===== config.mk =====
export PLATFORM = sky130hd
export DESIGN_NAME = count_ctrl
export DESIGN_NICKNAME = d
export VERILOG_FILES = /design/src/rtl/count_ctrl_pkg.sv /design/src/rtl/count_core.sv /design/src/rtl/count_ctrl.sv
export SDC_FILE = /design/constraint.sdc
export NUM_CORES = 1
export LEC_CHECK = 0
export CAP_MARGIN = 5
export CORE_MARGIN = 2
export CORE_UTILIZATION = 38
export DETAILED_ROUTE_END_ITERATION = 10
export DONT_BUFFER_PORTS = 1
export GPL_TIMING_DRIVEN = 0
export MAX_ROUTING_LAYER = met4
export PLACE_DENSITY = 0.54
export SETUP_SLACK_MARGIN = 0.5
export SLEW_MARGIN = 30
export SYNTH_ARGS = -nofsm -noshare
export SYNTH_HDL_FRONTEND = slang
export SYNTH_SLANG_ARGS = --single-unit

===== constraint.sdc =====
create_clock -name clk -period 2.3 [get_ports clk]
set_input_delay 0.115 -clock clk [delete_from_list [all_inputs] [get_ports clk]]
set_output_delay 0.115 -clock clk [all_outputs]
set_load 0.01 [all_outputs]

===== src/rtl/count_ctrl_pkg.sv =====
// ---------------------------------------------------------------------------
// count_ctrl_pkg
// Shared types and default sizes for the count_ctrl controller and its
// count_core datapath.
//   state_t        : controller states IDLE, ARMED, RUN, DONE
//   DEFAULT_WIDTH  : default counter / load-value width
//   DEFAULT_MISS_W : default width of the saturating missed-event counter
// ---------------------------------------------------------------------------
package count_ctrl_pkg;

    localparam int DEFAULT_WIDTH  = 16;
    localparam int DEFAULT_MISS_W = 8;

    typedef enum logic [1:0] {
        IDLE  = 2'd0,
        ARMED = 2'd1,
        RUN   = 2'd2,
        DONE  = 2'd3
    } state_t;

endpackage


===== src/rtl/count_core.sv =====
// ---------------------------------------------------------------------------
// count_core
// Loadable down-counter register with zero detect.
//   clk, rst   : clock, asynchronous active-high reset (count -> 0)
//   load       : load load_value this cycle (wins over dec)
//   load_value : value to load
//   dec        : decrement enable; ignored when the count is already zero
//   count      : current counter value
//   zero       : count == 0
// ---------------------------------------------------------------------------
module count_core
    import count_ctrl_pkg::*;
#(
    parameter int WIDTH = DEFAULT_WIDTH
) (
    input  logic             clk,
    input  logic             rst,
    input  logic             load,
    input  logic [WIDTH-1:0] load_value,
    input  logic             dec,
    output logic [WIDTH-1:0] count,
    output logic             zero
);

    assign zero = (count == '0);

    // The zero guard keeps the counter from ever wrapping even if the
    // controller asserts dec at zero.
    always_ff @(posedge clk or posedge rst) begin
        if (rst) begin
            count <= '0;
        end else if (load) begin
            count <= load_value;
        end else if (dec && !zero) begin
            count <= count - 1'b1;
        end
    end

endmodule


===== src/rtl/count_ctrl.sv =====
// ---------------------------------------------------------------------------
// count_ctrl
// Sequencing controller for the loadable down-counter. Loads a value over a
// valid/ready config handshake, arms, counts down on tick while running and
// reports each terminal count on a held valid/ready event channel. Supports
// one-shot and auto-reload and counts events lost to back-pressure.
//   clk, rst    : clock, asynchronous active-high reset
//   cfg_valid   : load request
//   cfg_ready   : controller can accept a load (IDLE or ARMED)
//   cfg_value   : load value, period = cfg_value + 1 ticks
//   cfg_auto    : 1 = auto-reload, 0 = one-shot
//   start       : start request, honoured only in ARMED
//   stop        : abort request, honoured in ARMED and RUN
//   tick        : count enable
//   count       : current counter value
//   busy        : high in RUN
//   done_valid  : terminal-count event pending
//   done_ready  : event consumer acknowledge
//   missed      : saturating count of events dropped while done_valid held
// ---------------------------------------------------------------------------
module count_ctrl
    import count_ctrl_pkg::*;
#(
    parameter int WIDTH  = DEFAULT_WIDTH,
    parameter int MISS_W = DEFAULT_MISS_W
) (
    input  logic              clk,
    input  logic              rst,
    input  logic              cfg_valid,
    output logic              cfg_ready,
    input  logic [WIDTH-1:0]  cfg_value,
    input  logic              cfg_auto,
    input  logic              start,
    input  logic              stop,
    input  logic              tick,
    output logic [WIDTH-1:0]  count,
    output logic              busy,
    output logic              done_valid,
    input  logic              done_ready,
    output logic [MISS_W-1:0] missed
);

    state_t           state;
    state_t           state_next;
    logic [WIDTH-1:0] reload;
    logic             auto_mode;
    logic             zero;
    logic             accept;
    logic             run_tick;
    logic             terminal;
    logic             ack;
    logic             core_load;
    logic [WIDTH-1:0] core_value;
    logic             core_dec;

    // Both decoded straight from the state register so neither has a
    // combinational path from any input.
    assign cfg_ready = (state == IDLE) || (state == ARMED);
    assign busy      = (state == RUN);

    assign accept   = cfg_valid && cfg_ready;
    // stop masks the tick so an abort coinciding with terminal produces
    // neither an event nor a reload, and the count simply holds.
    assign run_tick = (state == RUN) && tick && !stop;
    assign terminal = run_tick && zero;
    assign ack      = done_valid && done_ready;

    // A config accept and an auto-reload can never coincide: accept only
    // happens outside RUN and terminal only inside it.
    assign core_load  = accept || (terminal && auto_mode);
    assign core_value = accept ? cfg_value : reload;
    assign core_dec   = run_tick && !zero;

    count_core #(
        .WIDTH(WIDTH)
    ) u_core (
        .clk        (clk),
        .rst        (rst),
        .load       (core_load),
        .load_value (core_value),
        .dec        (core_dec),
        .count      (count),
        .zero       (zero)
    );

    // Reload value and mode are captured together on every accepted load.
    always_ff @(posedge clk or posedge rst) begin
        if (rst) begin
            reload    <= '0;
            auto_mode <= 1'b0;
        end else if (accept) begin
            reload    <= cfg_value;
            auto_mode <= cfg_auto;
        end
    end

    // Event channel: a new event either fills an empty slot or replaces one
    // being acknowledged this cycle; otherwise it is lost and counted.
    always_ff @(posedge clk or posedge rst) begin
        if (rst) begin
            done_valid <= 1'b0;
            missed     <= '0;
        end else begin
            if (terminal) begin
                done_valid <= 1'b1;
                if (done_valid && !done_ready && (missed != '1)) begin
                    missed <= missed + 1'b1;
                end
            end else if (ack) begin
                done_valid <= 1'b0;
            end
            if (accept) begin
                missed <= '0;
            end
        end
    end

    // State register.
    always_ff @(posedge clk or posedge rst) begin
        if (rst) begin
            state <= IDLE;
        end else begin
            state <= state_next;
        end
    end

    // Next-state decode. In ARMED, stop outranks start; a load accepted in
    // the same cycle as stop still updates the count and reload registers.
    always_comb begin
        state_next = state;
        case (state)
            IDLE: begin
                if (accept) begin
                    state_next = ARMED;
                end
            end
            ARMED: begin
                if (stop) begin
                    state_next = IDLE;
                end else if (start) begin
                    state_next = RUN;
                end
            end
            RUN: begin
                if (stop) begin
                    state_next = IDLE;
                end else if (terminal && !auto_mode) begin
                    state_next = DONE;
                end
            end
            DONE: begin
                if (ack) begin
                    state_next = IDLE;
                end
            end
            default: begin
                state_next = IDLE;
            end
        endcase
    end

endmodule


==> results of run 1 <==
## worst reg2reg max path: cells and delay by family, from the launching register on
family | cells | cell delay [ns]
AND/OR/NAND/NOR | 2 | 0.25
flip-flops | 1 | 0.47
AO/OA/AOI/OAI | 3 | 0.60
adder cells (fa/ha/maj) | 1 | 0.12
buffers and inverters | 4 | 0.52
## layer usage
metal	vias to the layer above	part of all wire, %	GRT usage [%]	routed length, um
met1	928	49	26.0	2890
li1	958	-	-	-
met5	-	0	-	0
met2	36	46	28.6	2680
met3	7	3.7	4.02	215
met4	0	1.7	6.89	98
## timing repair
item / 4_1_cts / 5_1_grt
setup buffers: 12 / 2
cloned: 2 / 1
hold buffers: 20 / 0
hold endpoints to repair: 36 / 0
pin swaps: 9 / 19
gates resized for setup: 27 / 31
endpoints found under the setup margin: 31 / 30
## layout make-up
cell class	instances	share of cell area (%)
plain buffers	11	2.80
inverters	8	0.960
multi-input cells	186	42.4
repair buffers	38	12.1
flip-flops and latches	44	35.5
clock buffers	8	3.20
well taps	75	3.00
## kinds of logic after synthesis
logic type | Yosys count | synth area share [%]
and+or+nand+nor | 128 | 28.9
DFF | 44 | 47.0
AOI/OAI and AO/OA | 35 | 11.2
xor gates and xnor gates | 19 | 7.10
buffers and inverters | 19 | 3.84
adders and majority gates | 3 | 1.60
muxes | 1 | 0.427
## synthesized netlist by cell type
library cell,instances,area [sq um]
xor2_1,10,87.6
o211ai_1,1,7.51
o41ai_1,1,8.76
buf_1,1,3.75
nand4b_1,1,8.76
a211oi_1,1,7.51
nand4_1,3,18.8
a221o_1,12,120
nor3_4,1,16.3
a21oi_1,12,60.1
o21ai_1,1,5.00
nand2b_1,3,18.8
buf_6,2,22.5
nor4b_2,1,15.0
nor3_1,7,35.0
nand2_4,2,22.5
nand3_1,8,40.0
and2_0,1,6.26
mux2i_1,1,10.0
o31ai_1,1,7.51
nor4bb_1,1,10.0
inv_1,8,30.0
nor2_1,25,93.8
or3_1,1,6.26
ha_1,3,37.5
buf_2,3,15.0
a21oi_2,1,8.76
or4_1,2,15.0
clkbuf_1,5,18.8
o21ai_0,2,10.0
and4_1,1,8.76
nor2b_1,2,12.5
a41o_1,1,10.0
dfrtp_1,44,1100
nor4_1,2,12.5
a31o_2,1,8.76
xnor2_1,9,78.8
nand2_1,55,206
or2_2,2,12.5
or3_4,1,11.3
o31a_1,1,8.76
and3_1,1,6.26
nor4_2,8,100
## final timing paths
check                                startpoint                to  slack (ns)  cells past startpoint
worst max-delay path            u_core.count[0]  u_core.count[10]        0.27                     10
worst min-delay path                      start          state[0]        0.06                      3
worst max register to register  u_core.count[0]  u_core.count[10]        0.27                     10
worst min register to register       reload[13]        reload[13]        0.49                      2
max in group asynchronous                   rst   u_core.count[7]        1.54                      3
min in group asynchronous                   rst        reload[11]        0.26                      2
## per-stage QoR
stage	hold WS, ns	utilization (%)	power (mW)	area [sq um]
floorplan	0.208	-	2.11	2370
global placement	0.215	41.4	2.35	2460
detailed placement	0.0225	41.7	2.39	2480
CTS	0.0432	50.0	3.17	2980
global route	0.0810	52.5	3.48	3130
finish	0.0598	52.5	3.23	3130
## state kept, by name, summed over array words and instances, names as in the netlist
signal	flops
auto_mode	1
done_valid	1
missed	8
reload	16
state	2
u_core.count	16
## power groups by stage
stage               clock network (mW)  registers [mW]  logic [mW]
finish                           0.535            1.48        1.22
global route                     0.590            1.53        1.36
CTS                              0.554            1.47        1.15
detailed placement                   0            1.45       0.934
global placement                     0            1.45       0.904
floorplan                            0            1.35       0.759
==> flow_summary.toml, run 1 <==
[sta]
max_freq_ghz = 0.492
tightest_slew_ns = 0.414
grt_setup_unrepaired = "yes"
final_max_slew_viol_count = 0
period_share_pct = 88.3
timing_hold_violations_final = 0
setup_viol = 0
relSlewSlack_pct = 72.4
finalCriticalPeriod_ns = 2.03
skew_ns = 0.00554
setup_tns_ns = 0
fin_ws_ns = 0.269

[place]
dp_slack_ns = 0.110
routabilityCongestion = 0.817
hpwl_mm = 4.07
place_inst = 325
port_buffers = 0

[worst_setup_path]
crit_path_cell_trace = "inv_2, ha_4, nor4b_4, buf_6, buf_12, nand2_8, o31a_1, buf_6, a21oi_2, a221o_1"
path_max_fanout = 6
crit_family = "compound AO/OA/AOI/OAI gates"
startpoint_type = "flop"
critPathBufInv = 4
worstPathRequired_ns = 2.53
cp_slowest_cell = "dfrtp_2"
crit_type = "flop to flop"
worstPathArrival_ns = 2.26
endpoint_kind = "flop"
crit_top_cell = "buf_6"
cp_slowest_stage_delay_ns = 0.47

[pwr]
seqPwrFrac_pct = 45.7
switching_share_pct = 40.5
p_leak_nw = 1.40
pwr-share-comb_pct = 37.7
p_sw_mw = 1.31
power.internal_mw = 1.92
ir_drop_uv = 440
powerDensity_nw_per_um2 = 1030
pwr-share-clk_pct = 16.6

[clocking]
clk_latency_ns = 0.29
cts_tree = "yes"
cts_inserted_buffers = 5
clk_path_buf_depth = 2
clkTransAtPathRegs_ns = 0.08
htree_levels = 2
cts_sinks = 44
cts_root_buffer = "clkbuf_8"

[grt]
grt_use_total_pct = 19.2
grt_pass1_wl_mm = 9.63
grt_max_degree = 27
grt_pass1_vias = 1964
antenna_found_initial = 0
overflow = 0

[floorplanning]
rows = 28
die_h_um = 82.6
coreArea_sq_um = 5960
start_util_pct = 39.4
ios = 51
die_x_um = 82.6
die_area_sq_um = 6810

[logic_synthesis]
synth_nets = 276
ys_seq_area_share_pct = 47.0
netlist_area_sq_um = 2340
syn_avg_cell_area_sq_um = 9.42
ys_ff_latch = 44
synth_warnings = 0
syn_inst = 249
yosysUniqueCellTypes = 43

[drt]
firstDrtPassIters = 4
drt.antenna.violating_nets = 0
vias_per_cell = 5.21
finalWirelength_mm = 5.88
drt_iter0_drc = 92
drt-wirelength-per-cell_um = 15.9
vias = 1929
post-route-drc-count = 0

[final_layout]
drive_above_1_share_pct = 27.8
layout_commonest_cell = "nand2_1"
ff_latch_area_sq_um = 1110
antenna_cells = 0
final-instance-count-excl-fill = 370
layout_common_cells = "nand2_1 (55), dfrtp_1 (36), nor2_1 (20), dlygate4sd3_1 (20)"
multi_input_area_sq_um = 1330
n_fill_cell = 568
nets = 321
area_delta_synth_final_pct = 33.4

[outcome]
status = "complete, no violations"

[min_path]
hp-class = "input port to flop"

[flow_run]
drv_cap = 0
No activity file was read; power rests on OpenSTA's default activity.
==> run 2: changes to the inputs <==
==> constraint.sdc (replaced) <==
create_clock -name clk -period 2.3 [get_ports clk]
set_input_delay 0.46 -clock clk [delete_from_list [all_inputs] [get_ports clk]]
set_output_delay 0.46 -clock clk [all_outputs]
set_load 0.01 [all_outputs]
==> run 2 against run 1 <==
Effect of this change: final area decreased by 6.4%; setup slack better by 0.0045 ns; via count down 3.6%; critical path type unchanged.
==> flow_summary.toml, run 2 (synthesis results as in run 1) <==
[clocking]
cts_root_buffer = "clkbuf_8"
clk_path_buf_depth = 2
clk_latency_ns = 0.29
cts_hold_buf = 0
cts_sinks = 44
clkTransAtPathRegs_ns = 0.08
cts_tree = "yes"
cts_inserted_buffers = 5
htree_levels = 2

[pwr]
ir_drop_uv = 429
powerDensity_nw_per_um2 = 1090
p_leak_nw = 1.32

[grt]
grt_max_degree = 27
grt_pass1_wl_mm = 9.46
antenna_found_initial = 0
grt_use_total_pct = 19.0
grt_pass1_vias = 1900
overflow = 0

[floorplanning]
coreArea_sq_um = 5960
ios = 51
die_area_sq_um = 6810
die_h_um = 82.6
start_util_pct = 39.4
die_x_um = 82.6
rows = 28

[sta]
setup_viol = 0
grt_setup_unrepaired = "yes"
final_max_slew_viol_count = 0
setup_tns_ns = 0
timing_hold_violations_final = 0
whs_ns = 0.0354
period_share_pct = 88.1
finalCriticalPeriod_ns = 2.03
tightest_slew_ns = 0.415
relSlewSlack_pct = 72.3
max_freq_ghz = 0.493
skew_ns = 0.00352

[final_layout]
area_delta_synth_final_pct = 24.9
nets = 301
layout_common_cells = "nand2_1 (55), dfrtp_1 (36), nor2_1 (20)"
antenna_cells = 0
drive_above_1_share_pct = 29.8
n_fill_cell = 584
layout_commonest_cell = "nand2_1"
top_regs = "reload x16, u_core.count x16, missed x8"

[min_path]
hp-class = "input port to async pin"

[worst_setup_path]
worstPathArrival_ns = 2.21
worstPathRequired_ns = 2.48
path_max_fanout = 6
endpoint_kind = "flop"
r2r_slack_ns = 0.27
startpoint_type = "flop"
crit_type = "flop to flop"

[drt]
drt_iter0_drc = 99
vias_per_cell = 5.31
vias = 1859
post-route-drc-count = 0
firstDrtPassIters = 4
drt-wirelength-per-cell_um = 16.6
drt.antenna.violating_nets = 0
finalWirelength_mm = 5.80

[place]
routabilityCongestion = 0.817
port_buffers = 0
hpwl_mm = 4.07

[flow_run]
drv_cap = 0

[outcome]
status = "complete, no violations"
-- run 2: per-stage QoR --
| stage | util (%) | instance area [sq um] | total power, mW | setup WS, ns | instances |
|---|---|---|---|---|---|
| after floorplan | - | 2370 | 2.11 | 0.364 | 249 |
| after global placement | 41.4 | 2460 | 2.35 | 0.122 | 324 |
| after detailed placement | 41.7 | 2480 | 2.39 | 0.110 | 325 |
| after CTS | 46.7 | 2780 | 3.14 | 0.258 | 347 |
| after global routing | 49.2 | 2930 | 3.43 | 0.161 | 350 |
| final | 49.2 | 2930 | 3.18 | 0.273 | 350 |
-- run 2: cell type report --
| type | count | area [sq um] | share of cell area, % |
|---|---|---|---|
| Multi-Input combinational cell | 186 | 1330 | 45.3 |
| Buffer | 11 | 87.6 | 2.99 |
| Clock buffer | 8 | 100 | 3.42 |
| Sequential cell | 44 | 1110 | 37.9 |
| Tap cell | 75 | 93.8 | 3.21 |
| Inverter | 8 | 30.0 | 1.03 |
| Timing Repair Buffer | 18 | 179 | 6.11 |
-- run 2: what timing repair did --
| item | in CTS | in global routing |
|---|---|---|
| gates cloned | 2 | 1 |
| endpoints found under the setup margin | 31 | 30 |
| buffers inserted | 12 | 2 |
| gates resized for setup | 27 | 31 |
| pin swaps | 9 | 19 |
-- run 2: critical path, cell delays in order (launching register included) --
cell and delay, ns:
dfrtp_2 0.49, or4_4 0.55, clkbuf_8 0.16, nor4_4 0.17, nand2_1 0.10, xnor2_1 0.12, a221o_1 0.32
-- run 2: routing by layer --
layer,wire (um),share of wire (%),GRT usage (%)
met1,2820,49,25.6
met4,98,1.7,7.21
met5,0,0,-
met2,2660,46,27.7
met3,229,3.9,4.67
-- run 2: worst paths after layout --
kind                                      start                to  cells after the start
worst min register to register        reload[1]         reload[1]                      2
worst max-delay path            u_core.count[2]  u_core.count[13]                      6
worst min-delay path                        rst        reload[13]                      1
max in group asynchronous                   rst   u_core.count[7]                      2
worst max register to register  u_core.count[2]  u_core.count[13]                      6
min in group clk                           stop          state[1]                      1
-- run 2: power breakdown --
| part | leakage [nW] | total, mW | switching, mW | internal (mW) |
|---|---|---|---|---|
| registers | 0.546 | 1.48 | 0.428 | 1.05 |
| logic | 0.719 | 1.18 | 0.608 | 0.569 |
| clock network | 0.0515 | 0.532 | 0.257 | 0.274 |
| total | 1.32 | 3.18 | 1.29 | 1.89 |
==> run 3: changes to the inputs <==
--- a/config.mk
+++ b/config.mk
@@ -12,7 +12,7 @@
 export DONT_BUFFER_PORTS = 1
 export GPL_TIMING_DRIVEN = 0
 export MAX_ROUTING_LAYER = met4
-export PLACE_DENSITY = 0.54
+export PLACE_DENSITY = 0.51
 export SETUP_SLACK_MARGIN = 0.5
 export SLEW_MARGIN = 30
 export SYNTH_ARGS = -nofsm -noshare
==> run 3 against run 2 <==
Effect of this change: via count down 1.2%; utilization up 0.86 points; critical path type unchanged; die area unchanged; final area up 1.8%; fmax down 1.0%; largest power group unchanged.
==> flow_summary.toml, run 3 (synthesis results as in run 1) <==
[floorplanning]
die_area_sq_um = 6810
die_h_um = 82.6
start_util_pct = 39.4
coreArea_sq_um = 5960
die_x_um = 82.6
rows = 28
ios = 51

[drt]
drt-wirelength-per-cell_um = 16.2
vias = 1836
vias_per_cell = 5.25
drt.antenna.violating_nets = 0
firstDrtPassIters = 4
drt_iter0_drc = 98
finalWirelength_mm = 5.67
post-route-drc-count = 0

[sta]
setup_viol = 0
skew_ns = 0.0113
period_share_pct = 89.0
timing_hold_violations_final = 0
grt_setup_unrepaired = "yes"
max_freq_ghz = 0.488
setup_tns_ns = 0
final_max_slew_viol_count = 0
finalCriticalPeriod_ns = 2.05
relSlewSlack_pct = 65.6
tightest_slew_ns = 0.516

[final_layout]
antenna_cells = 0
nets = 301
layout_common_cells = "nand2_1 (54), dfrtp_1 (35), nor2_1 (22)"
drive_above_1_share_pct = 30.9
multi_input_area_sq_um = 1340
n_fill_cell = 565
fin_util_pct = 50.0
ff_latch_area_sq_um = 1110
area_delta_synth_final_pct = 27.1
final-instance-count-excl-fill = 350
layout_commonest_cell = "nand2_1"
top_regs = "reload x16, u_core.count x16, missed x8"

[worst_setup_path]
worstPathArrival_ns = 2.24
endpoint_kind = "flop"
path_max_fanout = 6
cp_slowest_cell = "or4_1"
crit_path_cell_trace = "or4_1, clkbuf_8, nor4_4, nand2_1, xnor2_1, a221o_1"
cp_slowest_stage_delay_ns = 0.55
worstSetupPathDepth = 6
startpoint_type = "flop"
worstPathRequired_ns = 2.49
critPathBufInv = 1
reg2reg_depth = 6
crit_type = "flop to flop"
crit_family = "simple AND/OR/NAND/NOR gates"

[outcome]
status = "complete, no violations"

[grt]
grt_use_total_pct = 18.2
antenna_found_initial = 0
grt_pass1_vias = 1802
grt_pass1_wl_mm = 9.16
overflow = 0
grt_max_degree = 26

[place]
routabilityCongestion = 0.855
port_buffers = 0
hpwl_mm = 4.04
place_inst = 325

[flow_run]
drv_cap = 0

[pwr]
ir_drop_uv = 449
p_leak_nw = 1.32
powerDensity_nw_per_um2 = 1110
finalPower_mw = 3.30

[clocking]
htree_levels = 2
cts_hold_buf = 0
clkTransAtPathRegs_ns = 0.09
cts_root_buffer = "clkbuf_8"
cts_tree = "yes"
clk_latency_ns = 0.30
cts_sinks = 44
cts_inserted_buffers = 5
clk_path_buf_depth = 2

[min_path]
hp-class = "input port to async pin"
[run 3: worst paths after layout]
kind | start | endpoint | slack (ns)
worst max-delay path | u_core.count[2] | u_core.count[13] | 0.25
worst max register to register | u_core.count[2] | u_core.count[13] | 0.25
max in group asynchronous | rst | u_core.count[7] | 1.77
worst min-delay path | rst | reload[15] | 0.04
min in group clk | stop | state[1] | 0.25
worst min register to register | reload[14] | reload[14] | 0.47
[run 3: timing repair]
| action | 4_1_cts | 5_1_grt |
|---|---|---|
| buffers inserted | 13 | 1 |
| gates cloned | 2 | 1 |
| setup endpoints to repair | 28 | 28 |
| pin swaps | 21 | 26 |
| gates resized for setup | 31 | 32 |
[run 3: worst reg2reg max path, delay by kind of cell (launching register included)]
family          cells  cell delay (ns)
buf+inv             1             0.17
flops               1             0.49
xor+xnor            1             0.13
compound gates      1             0.32
simple gates        3             0.84
[run 3: cell type report]
class | count | share of cell area (%)
buffer | 11 | 3.15
clock buffer | 7 | 3.23
clock inverter | 1 | 1.01
inverter | 8 | 1.01
multi-input combinational | 186 | 45.0
sequential | 44 | 37.3
tap | 75 | 3.15
timing repair buffer | 18 | 6.13
[run 3: report_power, final]
| part | total [mW] | internal, mW | switching [mW] |
|---|---|---|---|
| Combinational | 1.16 | 0.555 | 0.602 |
| Sequential | 1.49 | 1.05 | 0.438 |
| Clock | 0.654 | 0.384 | 0.271 |
| Total | 3.30 | 1.99 | 1.31 |
[run 3: per-layer routing]
metal	part of all wire, %	vias to the layer above	track usage (%)
li1	-	922	-
met2	47	34	28.3
met4	1.4	0	3.93
met3	4.2	7	4.46
met1	48	873	24.1
met5	0	-	-
[run 3: per-stage QoR]
step	area (sq um)	setup slack (ns)	hold WS [ns]
after floorplan	2370	0.364	0.434
after global placement	2460	0.122	0.451
after detailed placement	2480	0.0938	0.385
after CTS	2840	0.258	0.0511
after global routing	2980	0.186	0.0687
final	2980	0.252	0.0358
